File: src/rtl/cdb_arbiter.sv
// Round-robin arbiter that feeds N one-entry result slots onto a registered CDB. Results reach the bus 2 cycles after the handshake.
// A slot accepts a new result when it is empty or is being granted. Results with an INVALID tag are counted as drops and never broadcast.
module cdb_arbiter #(
  parameter int N_REQ  = 4,
  parameter int TAG_W  = 4,
  parameter int DATA_W = 32
) (
  input  logic                       CLK,
  input  logic                       RST,
  input  logic                       flush,
  input  logic [N_REQ-1:0]           req_valid,
  input  logic [N_REQ*TAG_W-1:0]     req_tag,
  input  logic [N_REQ*DATA_W-1:0]    req_val,
  output logic [N_REQ-1:0]           req_ready,
  output logic                       cdb_valid,
  output logic [TAG_W-1:0]           cdb_tag,
  output logic [DATA_W-1:0]          cdb_val,
  output logic [$clog2(N_REQ)-1:0]   cdb_src,
  output logic [7:0]                 drop_cnt
);

  localparam int SRC_W = $clog2(N_REQ);
  localparam logic [TAG_W-1:0] TAG_INV = '1;
  localparam logic [SRC_W:0]   N_EXT   = (SRC_W+1)'(N_REQ);
  localparam logic [SRC_W-1:0] LAST    = SRC_W'(N_REQ-1);

  logic [N_REQ-1:0]  slot_v;
  logic [TAG_W-1:0]  slot_tag [N_REQ];
  logic [DATA_W-1:0] slot_val [N_REQ];
  logic [SRC_W-1:0]  ptr;

  logic [N_REQ-1:0]  grant;
  logic [SRC_W-1:0]  grant_idx;
  logic              grant_any;
  logic [SRC_W:0]    idx;
  logic [N_REQ-1:0]  xfer;
  logic [N_REQ-1:0]  tag_inv;
  logic [N_REQ-1:0]  load;
  logic [3:0]        drop_add;
  logic [8:0]        drop_sum;

  // Walk the slots starting at ptr, wrapping explicitly so non-power-of-two N_REQ never indexes past the end.
  always_comb begin
    grant_idx = '0;
    grant_any = 1'b0;
    idx       = '0;
    for (int off = 0; off < N_REQ; off++) begin
      idx = {1'b0, ptr} + (SRC_W+1)'(off);
      if (idx >= N_EXT) idx = idx - N_EXT;
      if (!grant_any && slot_v[idx[SRC_W-1:0]]) begin
        grant_any = 1'b1;
        grant_idx = idx[SRC_W-1:0];
      end
    end
    grant = grant_any ? (N_REQ'(1) << grant_idx) : '0;
  end

  assign req_ready = {N_REQ{~flush}} & (~slot_v | grant);
  assign xfer      = req_valid & req_ready;
  assign load      = xfer & ~tag_inv;
  assign drop_sum  = {1'b0, drop_cnt} + 9'(drop_add);

  always_comb begin
    tag_inv  = '0;
    drop_add = '0;
    for (int i = 0; i < N_REQ; i++) begin
      tag_inv[i] = (req_tag[i*TAG_W +: TAG_W] == TAG_INV);
      drop_add   = drop_add + 4'(xfer[i] & tag_inv[i]);
    end
  end

  always_ff @(posedge CLK) begin
    if (RST) begin
      slot_v    <= '0;
      ptr       <= '0;
      cdb_valid <= 1'b0;
      cdb_tag   <= TAG_INV;
      cdb_val   <= '0;
      cdb_src   <= '0;
      drop_cnt  <= '0;
    end else begin
      drop_cnt <= drop_sum[8] ? 8'hFF : drop_sum[7:0];
      if (flush) begin
        slot_v    <= '0;
        ptr       <= '0;
        cdb_valid <= 1'b0;
        cdb_tag   <= TAG_INV;
        cdb_val   <= '0;
      end else begin
        if (grant_any) begin
          cdb_valid <= 1'b1;
          cdb_tag   <= slot_tag[grant_idx];
          cdb_val   <= slot_val[grant_idx];
          cdb_src   <= grant_idx;
          ptr       <= (grant_idx == LAST) ? '0 : grant_idx + 1'b1;
        end else begin
          cdb_valid <= 1'b0;
          cdb_tag   <= TAG_INV;
          cdb_val   <= '0;
        end
        // A granted slot that is refilled in the same cycle stays occupied.
        slot_v <= (slot_v & ~grant) | load;
      end
    end
  end

  // Slot payload needs no reset; it is only meaningful while slot_v is set.
  always_ff @(posedge CLK) begin
    for (int i = 0; i < N_REQ; i++) begin
      if (load[i]) begin
        slot_tag[i] <= req_tag[i*TAG_W +: TAG_W];
        slot_val[i] <= req_val[i*DATA_W +: DATA_W];
      end
    end
  end

endmodule

File: config.mk
export PLATFORM = sky130hd
export DESIGN_NAME = cdb_arbiter
export DESIGN_NICKNAME = d
export VERILOG_FILES = /design/src/rtl/cdb_arbiter.sv
export SDC_FILE = /design/constraint.sdc
export NUM_CORES = 1
export LEC_CHECK = 0
export CORE_MARGIN = 5
export CORE_UTILIZATION = 36
export DETAILED_ROUTE_END_ITERATION = 10
export HOLD_SLACK_MARGIN = 0.12
export PLACE_DENSITY = 0.68
export SYNTH_ARGS = -nofsm -noshare
export SYNTH_HDL_FRONTEND = slang
export SYNTH_SLANG_ARGS = --single-unit
File: constraint.sdc
create_clock -name CLK -period 5.4 [get_ports CLK]
set_input_delay 1.08 -clock CLK [delete_from_list [all_inputs] [get_ports CLK]]
set_output_delay 1.08 -clock CLK [all_outputs]
set_load 0.03 [all_outputs]
After elaboration in Yosys (flattened, before gate mapping) --
Memories as Yosys holds them, arrays and structs flattened. A register that Yosys moved wholly into a read port is not among the register bits. Cells that the tools add are included. Widths: inputs -> output; s select.
Operators by class: add/subtract/negate cells 12, $lt $le $gt $ge 8, eq/ne operators 5, shifts and indexed selects 1, multiplexer cells 32, bitwise logic cells 15, reductions and logical operators 9
Operator list (number):
- $mux 2 | 9
- $mux 1 | 17
- $and 4x4->4 | 4
- $eq 4x4->1 const B | 4
- $lt 2x3->1 const B | 4
- $not 4->4 | 3
- $add 8x4->9 | 1
- $ge 3x3->1 const B | 3
- $bmux 1 s2 | 4
- $mux 8 | 1
- $or 4x4->4 | 2
- $sub 2x1->2 const B | 4
- $add 2x2->3 const B | 2
- $add 3x1->4 | 1
- $and 1x1->1 | 4
- $mux 4 | 1
- $shl 1x2->4 const A | 1
- $add 2x1->3 | 1
- $add 2x1->3 const B | 1
- $ge 2x3->1 const B | 1
- $logic_and 1x1->1 | 3
- $logic_not 1->1 | 3
- $reduce_or 3->1 | 1
- $add 1x1->2 | 1
- 5 further kinds | 6
Word-level totals: flip-flop bits (word level) 17, RAM bits 144, output and inout bits 51, word-level logic and storage cells 89, memories 2
Memory list:
- slot_val | depth 4, width 32, read ports 1, clocked after memory_dff 1, write ports 4, RTL line 29 | logic [DATA_W-1:0] slot_val [N_REQ];
- slot_tag | depth 4, width 4, read ports 1, clocked after memory_dff 1, write ports 4, RTL line 28 | logic [TAG_W-1:0] slot_tag [N_REQ];

Longest topological paths before layout --
Gate-level depths: netlist of the first run.
word-level depth 25, mapped depth 18

Worst setup path before layout of the first run --
Ideal clock, no wire load.
kind flip-flop to flip-flop, from register slot_v[2], to register drop_cnt[0], library setup time 72 ps, arrival 4183 ps, data required time 5328 ps, path slack 1145 ps, cell stages (with the launch flop) 19, cells stage by stage dfxtp_1 > nor2b_2 > nor2_1 > a21boi_2 > buf_6 > buf_4 > ha_1 > nand2b_1 > nor2b_1 > nand2_1 > or2_2 > fa_1 > fa_1 > inv_1 > fa_1 > nand2_1 > nor2_1 > nand4_1 > a21oi_1
RTL lines:
- start: declaration | RTL line 27 | logic [N_REQ-1:0] slot_v;
- start signal: assignment | RTL line 102 | slot_v <= (slot_v & ~grant) | load;
- $bmux 1 s2 | RTL line 50 | if (!grant_any && slot_v[idx[SRC_W-1:0]]) begin
- $mux 1 (implied by the code) | RTL line 50
- $mux 1 | RTL line 50
- $logic_not 1->1 | RTL line 50
- $logic_and 1x1->1 | RTL line 50
- $mux 1 | RTL line 50
- $logic_not 1->1 | RTL line 50
- $logic_and 1x1->1 | RTL line 50
- [7 not listed]
- $and 4x4->4 (*) | RTL line 58 | assign req_ready = {N_REQ{~flush}} & (~slot_v | grant);
- via req_ready[2] | RTL line 14 | output logic [N_REQ-1:0] req_ready,
- $and 4x4->4 (*) | RTL line 59 | assign xfer = req_valid & req_ready;
- $and 1x1->1 (*) | RTL line 68 | drop_add = drop_add + 4'(xfer[i] & tag_inv[i]);
- $add 2x1->3 (*) | RTL line 68
- $add 3x1->4 (*) | RTL line 68
- $add 8x4->9 (*) | RTL line 61 | assign drop_sum = {1'b0, drop_cnt} + 9'(drop_add);
- $mux 8 (*) | RTL line 82 | drop_cnt <= drop_sum[8] ? 8'hFF : drop_sum[7:0];
- end signal: assignment | RTL line 82
- end: declaration | RTL line 19 | output logic [7:0] drop_cnt
Mark *: on every way through the listed nets, which the timed path passes. The rest lies on a longest branch. The select of a mux whose other input is x is not followed. A chain may end at the register's enable or synchronous reset.

Worst setup path after layout of the first run --
from register slot_v[2], to output req_ready[3]
Between the ends: word-level cells in the longest chain between the ends 16
RTL lines:
- $bmux 1 s2 | RTL line 50
- $mux 1 (implied by the code) | RTL line 50
- $mux 1 | RTL line 50
- $logic_not 1->1 | RTL line 50
- $logic_and 1x1->1 | RTL line 50
- $mux 1 | RTL line 50
- $logic_not 1->1 | RTL line 50
- $logic_and 1x1->1 | RTL line 50
- $mux 1 | RTL line 50
- $logic_not 1->1 | RTL line 50
- $logic_and 1x1->1 | RTL line 50
- $mux 2 | RTL line 50
- $shl 1x2->4 | RTL line 55 | grant = grant_any ? (N_REQ'(1) << grant_idx) : '0;
- $mux 4 (*) | RTL line 55
- $or 4x4->4 (*) | RTL line 58
- $and 4x4->4 (*) | RTL line 58
- end: declaration | RTL line 14
Every way passes the cells marked *; elsewhere a longest branch is shown, timed or not. The select of a mux whose other input is x is not followed.

==> run_results.csv, run 1 <==
group,metric,value,unit
floorplan,die_area,22670,µm²
setup_path,cp.arrival,3.27,ns
logic_synthesis,yosys_warnings,0,
pwr,power_frac_seq,52.5,%
drt,vias,4350,
timing,clock.fmax,0.2297,GHz
logic_synthesis,avgSynthCellArea,16.78,µm²
logic_synthesis,yosys.area.top_type,"edfxtp_1",
drt,dr.pass1.iters,4,
run,maxCapViolations,0,
logic_synthesis,netlist_top_cells_count,"edfxtp_1, mux2i_1, dfxtp_1, o22ai_1",
logic_synthesis,ys_ff_latch,197,
clocking,holdBufCountCts,0,
logic_synthesis,synth_area,7113,µm²
drt,vias_per_cell,4.791,
logic_synthesis,yosys-top-cells-area,"edfxtp_1, dfxtp_1, mux2i_1",
timing,worstMarginPinSlew,1.045,ns
clocking,clkTransAtPathRegs,0.07,ns
setup_path,critPathKind,"flip-flop to output port",
final_layout,multiInputGateArea,1600,µm²
drt,drc,0,
run_status,status,"finished clean",
pwr,p_leak,3.392,nW
timing,slew_violations,0,
setup_path,endpoint_kind,"output port",
logic_synthesis,synth-edff-count,144,
global_routing,grt_pass1_wl,25770,µm
floorplan,num_io_pins,202,
final_layout,fillers,1617,
logic_synthesis,synthCells,424,
place,io_buffers,201,
pwr,switching_share,23.41,%
logic_synthesis,syn-num-nets,581,
clocking,h-tree-depth,4,
clocking,cts_max_path_buffers,2,
timing,fin_crit_sh,80.62,%
floorplan,die_y,150.6,µm
pwr,power.internal,0.002506,W
min_path,hp-class,"flip-flop to flip-flop",
clocking,numCtsBuffers,17,
logic_synthesis,seq_area_frac_synth,75.71,%
place,dp.cells,876,
timing,finalHoldViolCount,0,
place,place_congestion,0.7961,
timing,fin_skew,0.007668,ns
clocking,clk_latency,0.42,ns
pwr,comb_power_share,10.9,%
global_routing,grt.total_usage,15.08,%
timing,setup_viol,0,
timing,fin_crit,4.353,ns
global_routing,overflow,0,
pwr,max-vdd-ir-drop,0.2122,mV
final_layout,finish.utilization,51.12,%
floorplan,initial_core_util,36.55,%
clocking,post-cts-setup-buffers,0,
final_layout,final_layout_size_suffix_gt1_share,9.176,%
final_layout,fin_cells,908,
pwr,power,0.003271,W
pwr,p_clk_share,36.5,%
logic_synthesis,synth_most_common_cell,"edfxtp_1",
final_layout,regArea,5385,µm²
drt,wl,17010,µm
logic_synthesis,ys_async_sr_fraction,0,%
floorplan,num_rows,51,
global_routing,antenna_found_initial,0,
drt,wl_per_cell,18.73,µm
clocking,cts-root-buf,"clkbuf_16",
pwr,switching_power,0.0007657,W
clocking,cts_tree,"yes",
clocking,cts_resized,0,
drt,drt_iter0_drc,199,
timing,maxSlewHeadroom,30.31,%
clocking,cts_sinks,197,
timing,setup_tns,0,ns
final_layout,area_growth,39.88,%
floorplan,core,19460,µm²
setup_path,crit_fanout,40,
timing,rsz0062_at_grt,"false",
global_routing,grt_pass1_vias,4795,
final_layout,num_antenna_cells,0,
final_layout,num-nets-final,787,
pwr,cellPowerDensity,328.8,nW/µm²
logic_synthesis,ys_types,41,
logic_synthesis,synth_flop_cell,"edfxtp_1",
drt,antenna_left,0,
setup_path,critPathLaunchType,"flip-flop",
logic_synthesis,yosysTopAreaCellShare,60.79,%
setup_path,required,4.32,ns
floorplan,die_w,150.6,µm
place,dpl.hpwl,11510,µm
global_routing,grt_max_degree,41,
-- layout make-up --
type                       count  area share [%]
inverter                       7          0.2641
timing repair buffer         205           20.52
clock buffer                  19           4.452
multi-input combinational    202           16.08
clock inverter                13           1.220
sequential                   197           54.12
tap                          265           3.332
-- power groups by stage --
stage	clock, W	combinational [W]	sequential [W]
6_report	0.00120	0.000358	0.00172
5_1_grt	0.00130	0.000383	0.00172
4_1_cts	0.00123	0.000363	0.00172
3_5_place_dp	0	0.000362	0.00175
3_3_place_gp	0	0.000357	0.00175
2_1_floorplan	0	0.000150	0.00178
-- placed cells by master (no fill, tap or decap), types with 2 or more instances in the layout --
master           instances
a21oi_1                 14
a31oi_1                  2
and3_2                   3
buf_4                    4
clkbuf_16               17
clkdlybuf4s50_1        201
clkinv_4                 4
clkinvlp_4               3
dfxtp_1                 53
edfxtp_1               144
fa_1                     3
ha_1                     3
inv_1                    6
inv_8                    3
mux2_2                   8
mux2i_1                 65
nand2_1                 13
nand2b_1                 2
nand4_1                  5
nor2_1                  10
nor2b_1                  7
nor3_1                   2
o21ai_0                  4
o21ai_2                  2
o22a_1                   5
o22ai_1                 32
or2_2                    3
xnor2_1                  2
-- worst max-delay path, stage by stage (launching register included) --
cell and delay, ns:
dfxtp_1 0.43, nor2b_2 0.24, nor2_1 0.09, a21boi_4 0.18, buf_4 0.56, ha_1 0.27
nand2b_1 0.13, nor2b_1 0.23, clkdlybuf4s50_1 0.72
-- metrics by stage --
| stage | cell area, µm² | hold slack, ns | setup slack [ns] |
|---|---|---|---|
| 3_5_place_dp | 9385 | 0.4770 | 1.011 |
| 4_1_cts | 9950 | 0.4923 | 0.9770 |
| 5_1_grt | 9950 | 0.5144 | 0.7571 |
| 3_3_place_gp | 9385 | 0.4749 | 1.216 |
| 2_1_floorplan | 7113 | 0.4788 | 1.145 |
| 6_report | 9950 | 0.4932 | 1.047 |
-- layer usage --
metal	up-vias	routed length (µm)	GRT usage, %
met5	-	0	0
met4	0	381	5.947
met3	23	1302	3.582
met2	166	8510	25.61
met1	2124	6816	18.57
li1	2037	-	-
-- kinds of logic after synthesis --
kind of cell	Yosys count	synth area share [%]
AND/OR/NAND/NOR	57	4.468
multiplexers	73	10.41
AO/OA/AOI/OAI	63	5.576
buffers and inverters	25	2.093
XOR/XNOR	3	0.3695
flip-flops	197	75.71
adder cells (fa/ha/maj)	6	1.372
-- final timing paths --
kind	start	endpoint	slack, ns	depth (start not counted)
setup / recovery	slot_v[2]$_SDFF_PP0_	req_ready[3]	1.05	8
hold / removal	cdb_src[0]$_SDFFE_PP0P_	cdb_src[0]$_SDFFE_PP0P_	0.49	2
setup reg to reg	slot_v[2]$_SDFF_PP0_	drop_cnt[4]$_SDFF_PP0_	1.27	16
hold reg to reg	cdb_src[0]$_SDFFE_PP0P_	cdb_src[0]$_SDFFE_PP0P_	0.49	2
-- state kept, by name, summed over array words and instances (netlist names) --
name,count
slot_v,4
cdb_valid,1
ptr,2
slot_tag,16
slot_val,128
drop_cnt,8
cdb_src,2
cdb_val,32
cdb_tag,4
No activity file was read; power rests on OpenSTA's default activity.
==> inputs of run 2 (changes only) <==
--- a/config.mk
+++ b/config.mk
@@ -9,7 +9,7 @@
 export CORE_UTILIZATION = 36
 export DETAILED_ROUTE_END_ITERATION = 10
 export HOLD_SLACK_MARGIN = 0.12
-export PLACE_DENSITY = 0.68
+export PLACE_DENSITY = 0.71
 export SYNTH_ARGS = -nofsm -noshare
 export SYNTH_HDL_FRONTEND = slang
 export SYNTH_SLANG_ARGS = --single-unit
==> constraint.sdc (replaced) <==
create_clock -name CLK -period 3.8 [get_ports CLK]
set_input_delay 0.76 -clock CLK [delete_from_list [all_inputs] [get_ports CLK]]
set_output_delay 0.76 -clock CLK [all_outputs]
set_load 0.03 [all_outputs]
==> run_results.csv, run 2 (same netlist as run 1, synthesis figures left out) <==
group,metric,value,unit
setup_path,critPathLaunchType,"flip-flop",
floorplan,initial_core_util,36.55,%
global_routing,grt.total_usage,15.43,%
drt,drc,0,
pwr,max-vdd-ir-drop,0.2865,mV
final_layout,final_layout_size_suffix_gt1_share,13.96,%
clocking,h-tree-depth,4,
global_routing,antenna_found_initial,0,
drt,vias,4439,
run,maxCapViolations,0,
setup_path,rr_startpoint,"slot_v[2]$_SDFF_PP0_",
pwr,p_leak,3.527,nW
global_routing,overflow,0,
clocking,numCtsBuffers,17,
place,dp.cells,885,
drt,wl_per_cell,19.22,µm
final_layout,area_growth,44.12,%
timing,fin_skew,0.008980,ns
drt,vias_per_cell,4.804,
timing,clock.fmax,0.2740,GHz
setup_path,critPathKind,"flip-flop to flip-flop",
floorplan,core,19460,µm²
drt,drt_iter0_drc,156,
final_layout,top_regs,"slot_val (128), cdb_val (32), slot_tag (16)",
final_layout,largest_reg_flops,128,
clocking,cts_sinks,197,
floorplan,num_rows,51,
place,place_congestion,0.8435,
floorplan,die_y,150.6,µm
setup_path,crit_fanout,6,
setup_path,cp-startpoint,"slot_v[2]$_SDFF_PP0_",
setup_path,endpoint_kind,"flip-flop",
clocking,clkTransAtPathRegs,0.08,ns
clocking,cts-root-buf,"clkbuf_16",
min_path,hp-class,"flip-flop to flip-flop",
clocking,holdBufCountCts,0,
setup_path,cp.arrival,4.00,ns
setup_path,cp-endpoint,"drop_cnt[0]$_SDFF_PP0_",
setup_path,reg2reg_depth,18,
place,preCtsSetupSlack,-0.04645,ns
setup_path,worstReg2RegEnd,"drop_cnt[0]$_SDFF_PP0_",
clocking,clk_latency,0.43,ns
clocking,cts_tree,"yes",
drt,wl,17760,µm
timing,finalHoldViolCount,0,
clocking,cts_max_path_buffers,2,
run_status,status,"finished clean",
final_layout,final_common_cell,"clkdlybuf4s50_1",
setup_path,required,4.15,ns
final_layout,regMostFlops,"slot_val",
setup_path,rrSetupSlack,0.15,ns
global_routing,grt_pass1_wl,26230,µm
final_layout,num_antenna_cells,0,
floorplan,num_io_pins,202,
pwr,cellPowerDensity,472.3,nW/µm²
place,io_buffers,201,
final_layout,final_cell_mix,"clkdlybuf4s50_1, edfxtp_1, mux2i_1, dfxtp_1, o22ai_1",
timing,setup_viol,0,
final_layout,num-nets-final,803,
drt,dr.pass1.iters,5,
timing,fin_crit,3.650,ns
final_layout,finish.utilization,52.67,%
floorplan,die_w,150.6,µm
timing,fin_ws,0.1504,ns
timing,fin_crit_sh,96.04,%
timing,worstMarginPinSlew,0.7006,ns
global_routing,grt_max_degree,41,
floorplan,die_area,22670,µm²
final_layout,fillers,1589,
final_layout,fin_cells,924,
drt,antenna_left,0,
place,dpl.hpwl,12470,µm
timing,slew_violations,0,
global_routing,grt_pass1_vias,4801,
timing,maxSlewHeadroom,53.29,%
timing,setup_tns,0,ns
run 2: cell count changes in the layout (fill, tap and decap cells not counted), sizes merged:
| cell | delta |
|---|---|
| buf | +16 |
| clkinv | -3 |
| bufinv | +2 |
| clkbuf | -2 |
| inv | +2 |
| clkinvlp | +1 |
run 2: final cells by class:
cell class	count	area (µm²)	area share, %
clock buffers	17	425.4	4.150
clock inverters	15	193.9	1.892
inverters	7	26.28	0.2563
multi-input cells	202	1665	16.25
flip-flops and latches	197	5396	52.64
well taps	265	331.6	3.234
repair buffers	221	2212	21.58
run 2: what timing repair did:
action                                 CTS  global route
setup buffers                            1             6
endpoints found under the hold margin    0             0
pin swaps                                3             8
setup endpoints to repair                5             8
gates resized for setup                  2            16
run 2: worst min path at each step:
stage / startpoint / to / slack [ns] / depth (start not counted)
floorplan: slot_val[1][16]$_DFFE_PP_ / cdb_val[16]$_SDFF_PP0_ / 0.48 / 2
global placement: cdb_src[1]$_SDFFE_PP0P_ / cdb_src[1]$_SDFFE_PP0P_ / 0.47 / 2
detailed placement: cdb_src[1]$_SDFFE_PP0P_ / cdb_src[1]$_SDFFE_PP0P_ / 0.48 / 2
CTS: cdb_src[1]$_SDFFE_PP0P_ / cdb_src[1]$_SDFFE_PP0P_ / 0.51 / 2
global route: cdb_src[0]$_SDFFE_PP0P_ / cdb_src[0]$_SDFFE_PP0P_ / 0.52 / 2
finish: cdb_src[0]$_SDFFE_PP0P_ / cdb_src[0]$_SDFFE_PP0P_ / 0.50 / 2
run 2: power by group:
part	internal, W	leakage, nW	total, W	switching [W]
sequential	0.00241	1.78	0.00244	0.0000294
clock	0.00100	0.290	0.00187	0.000861
combinational	0.000288	1.46	0.000536	0.000248
total	0.00370	3.53	0.00484	0.00114
run 2: routing by layer:
layer | routed length (µm) | share of wire [%] | vias up | track usage (%)
met1 | 7187 | 40 | 2194 | 18.86
met5 | 0 | 0 | - | 0
li1 | - | - | 2075 | -
met4 | 212 | 1.2 | 0 | 4.712
met3 | 1246 | 7.0 | 15 | 4.846
met2 | 9110 | 51 | 155 | 26.19
run 2: through the flow:
stage          power [W]  hold WS [ns]  cell area (µm²)
4_1_cts         0.004885        0.5055            10160
3_3_place_gp    0.003006        0.4742             9529
5_1_grt         0.005032        0.5242            10250
2_1_floorplan   0.002745        0.4788             7153
6_report        0.004841        0.5039            10250
3_5_place_dp    0.003020        0.4849             9529
run 2: critical path, cell delays in order, from the launching register on:
cell,delay [ns]
dfxtp_4,0.37
nor2b_4,0.15
nor2_1,0.05
o21ai_2,0.18
nor2_4,0.05
inv_2,0.10
ha_2,0.16
nand2b_4,0.11
nor2b_4,0.13
nand2_1,0.06
or2_4,0.23
fa_1,0.52
fa_2,0.39
inv_2,0.07
fa_2,0.23
nand2_2,0.07
nor2_4,0.15
nand4_1,0.29
a21oi_1,0.24
==> inputs of run 3 (changes only) <==
--- a/config.mk
+++ b/config.mk
@@ -9,7 +9,8 @@
 export CORE_UTILIZATION = 36
 export DETAILED_ROUTE_END_ITERATION = 10
 export HOLD_SLACK_MARGIN = 0.12
-export PLACE_DENSITY = 0.71
+export PLACE_DENSITY = 0.68
+export SETUP_SLACK_MARGIN = 0.2
 export SYNTH_ARGS = -nofsm -noshare
 export SYNTH_HDL_FRONTEND = slang
 export SYNTH_SLANG_ARGS = --single-unit
==> constraint.sdc (replaced) <==
create_clock -name CLK -period 3.9 [get_ports CLK]
set_input_delay 0.78 -clock CLK [delete_from_list [all_inputs] [get_ports CLK]]
set_output_delay 0.78 -clock CLK [all_outputs]
set_load 0.03 [all_outputs]
==> run_results.csv, run 3 (same netlist as run 1, synthesis figures left out) <==
group,metric,value,unit
timing,maxSlewHeadroom,51.74,%
pwr,p_leak,3.475,nW
clocking,cts_max_path_buffers,2,
clocking,cts_sinks,197,
min_path,hp-class,"flip-flop to flip-flop",
timing,rsz0062_at_grt,"true",
pwr,max-vdd-ir-drop,0.2626,mV
place,dpl.hpwl,12440,µm
drt,dr_wl_met2,8544,µm
setup_path,required,4.23,ns
global_routing,grt.total_usage,15.27,%
drt,wl,17450,µm
drt,wl_met3,1281,µm
drt,drc,0,
setup_path,crit_fanout,6,
timing,setup_tns,0,ns
clocking,holdBufCountCts,0,
timing,fin_crit_sh,93.95,%
floorplan,num_io_pins,202,
drt,vias_per_cell,4.795,
timing,slew_violations,0,
global_routing,overflow,0,
run_status,status,"finished clean",
final_layout,num_antenna_cells,0,
drt,antenna_left,0,
final_layout,top_regs,"slot_val (128), cdb_val (32), slot_tag (16)",
place,dp.cells,883,
setup_path,critPathKind,"flip-flop to flip-flop",
clocking,cts-root-buf,"clkbuf_16",
clocking,cts_tree,"yes",
floorplan,num_rows,51,
global_routing,grt_max_degree,42,
place,preCtsSetupSlack,0.1542,ns
timing,finalHoldViolCount,0,
place,io_buffers,201,
setup_path,critPathLaunchType,"flip-flop",
final_layout,final_layout_size_suffix_gt1_share,12.94,%
final_layout,num-nets-final,801,
final_layout,area_growth,42.43,%
floorplan,die_y,150.6,µm
timing,fin_skew,0.007240,ns
floorplan,initial_core_util,36.55,%
final_layout,final_cell_mix,"clkdlybuf4s50_1, edfxtp_1, mux2i_1, dfxtp_1, o22ai_1",
final_layout,largest_reg_flops,128,
run,maxCapViolations,0,
final_layout,postLayoutCellArea,10130,µm²
final_layout,multiInputGateArea,1669,µm²
drt,dr.pass1.iters,4,
global_routing,antenna_found_initial,0,
final_layout,fin_cells,922,
drt,wl_met1,7294,µm
setup_path,reg2reg_depth,16,
clocking,clkTransAtPathRegs,0.06,ns
drt,top_layer,"met4",
setup_path,endpoint_kind,"flip-flop",
floorplan,die_area,22670,µm²
timing,setup_viol,0,
timing,worstMarginPinSlew,0.7239,ns
pwr,cellPowerDensity,443.2,nW/µm²
final_layout,final_common_cell,"clkdlybuf4s50_1",
drt,wl_per_cell,18.93,µm
drt,vias,4421,
drt,drt_iter0_drc,211,
final_layout,regArea,5396,µm²
place,place_congestion,0.8200,
clocking,numCtsBuffers,17,
timing,fin_crit,3.664,ns
clocking,clk_latency,0.41,ns
global_routing,grt_pass1_wl,26040,µm
clocking,h-tree-depth,4,
timing,clock.fmax,0.2729,GHz
place,postPlaceCellArea,9499,µm²
timing,hold_slack,0.4994,ns
global_routing,grt_pass1_vias,4741,
final_layout,fillers,1608,
setup_path,cp.arrival,3.99,ns
final_layout,regMostFlops,"slot_val",
floorplan,core,19460,µm²
timing,fin_ws,0.2361,ns
floorplan,die_w,150.6,µm
min_path,whs_path_depth,2,
==> run 3: what timing repair did <==
item                                    CTS  global route
resized for setup                         0            13
setup buffers                             0             7
endpoints found under the setup margin    0             8
==> run 3: through the flow <==
step           util (%)  total power, W
2_1_floorplan         -        0.002675
3_3_place_gp      48.81        0.002929
3_5_place_dp      48.81        0.002942
4_1_cts           51.56        0.004538
5_1_grt           52.05        0.004678
6_report          52.05        0.004490
==> run 3: worst paths after layout <==
kind / start / slack (ns) / endpoint
hold reg to reg: cdb_src[1]$_SDFFE_PP0P_ / 0.50 / cdb_src[1]$_SDFFE_PP0P_
setup / recovery: slot_v[0]$_SDFF_PP0_ / 0.24 / drop_cnt[4]$_SDFF_PP0_
setup reg to reg: slot_v[0]$_SDFF_PP0_ / 0.24 / drop_cnt[4]$_SDFF_PP0_
hold / removal: cdb_src[1]$_SDFFE_PP0P_ / 0.50 / cdb_src[1]$_SDFFE_PP0P_
==> run 3: power by group <==
| group | switching, W | leakage, nW | total, W | internal [W] |
|---|---|---|---|---|
| combinational | 0.000242 | 1.44 | 0.000522 | 0.000281 |
| sequential | 0.0000291 | 1.78 | 0.00238 | 0.00235 |
| clock | 0.000718 | 0.256 | 0.00159 | 0.000870 |
| total | 0.000988 | 3.48 | 0.00449 | 0.00350 |
==> run 3: metal layers <==
metal | up-vias | GRT usage, %
met5 | - | 0
met4 | 0 | 4.803
met3 | 20 | 5.388
met2 | 176 | 24.76
met1 | 2164 | 19.20
li1 | 2061 | -
==> run 3: worst max-delay path, stage by stage, from the launching register on <==
cell	delay [ns]
dfxtp_4	0.36
nor2b_4	0.14
o21ai_1	0.16
a21boi_4	0.28
ha_1	0.18
nand2b_4	0.12
nor2b_4	0.15
nand2_1	0.06
or2_4	0.23
fa_1	0.46
fa_2	0.38
inv_2	0.06
fa_2	0.23
nand2_2	0.08
nor2_4	0.17
nand4_1	0.27
a21oi_1	0.25
==> run 3: cell type report <==
class | count | area share (%)
repair buffers | 219 | 21.44
clock buffers | 25 | 4.792
well taps | 265 | 3.273
flip-flops and latches | 197 | 53.27
multi-input cells | 202 | 16.48
clock inverters | 7 | 0.4940
inverters | 7 | 0.2594
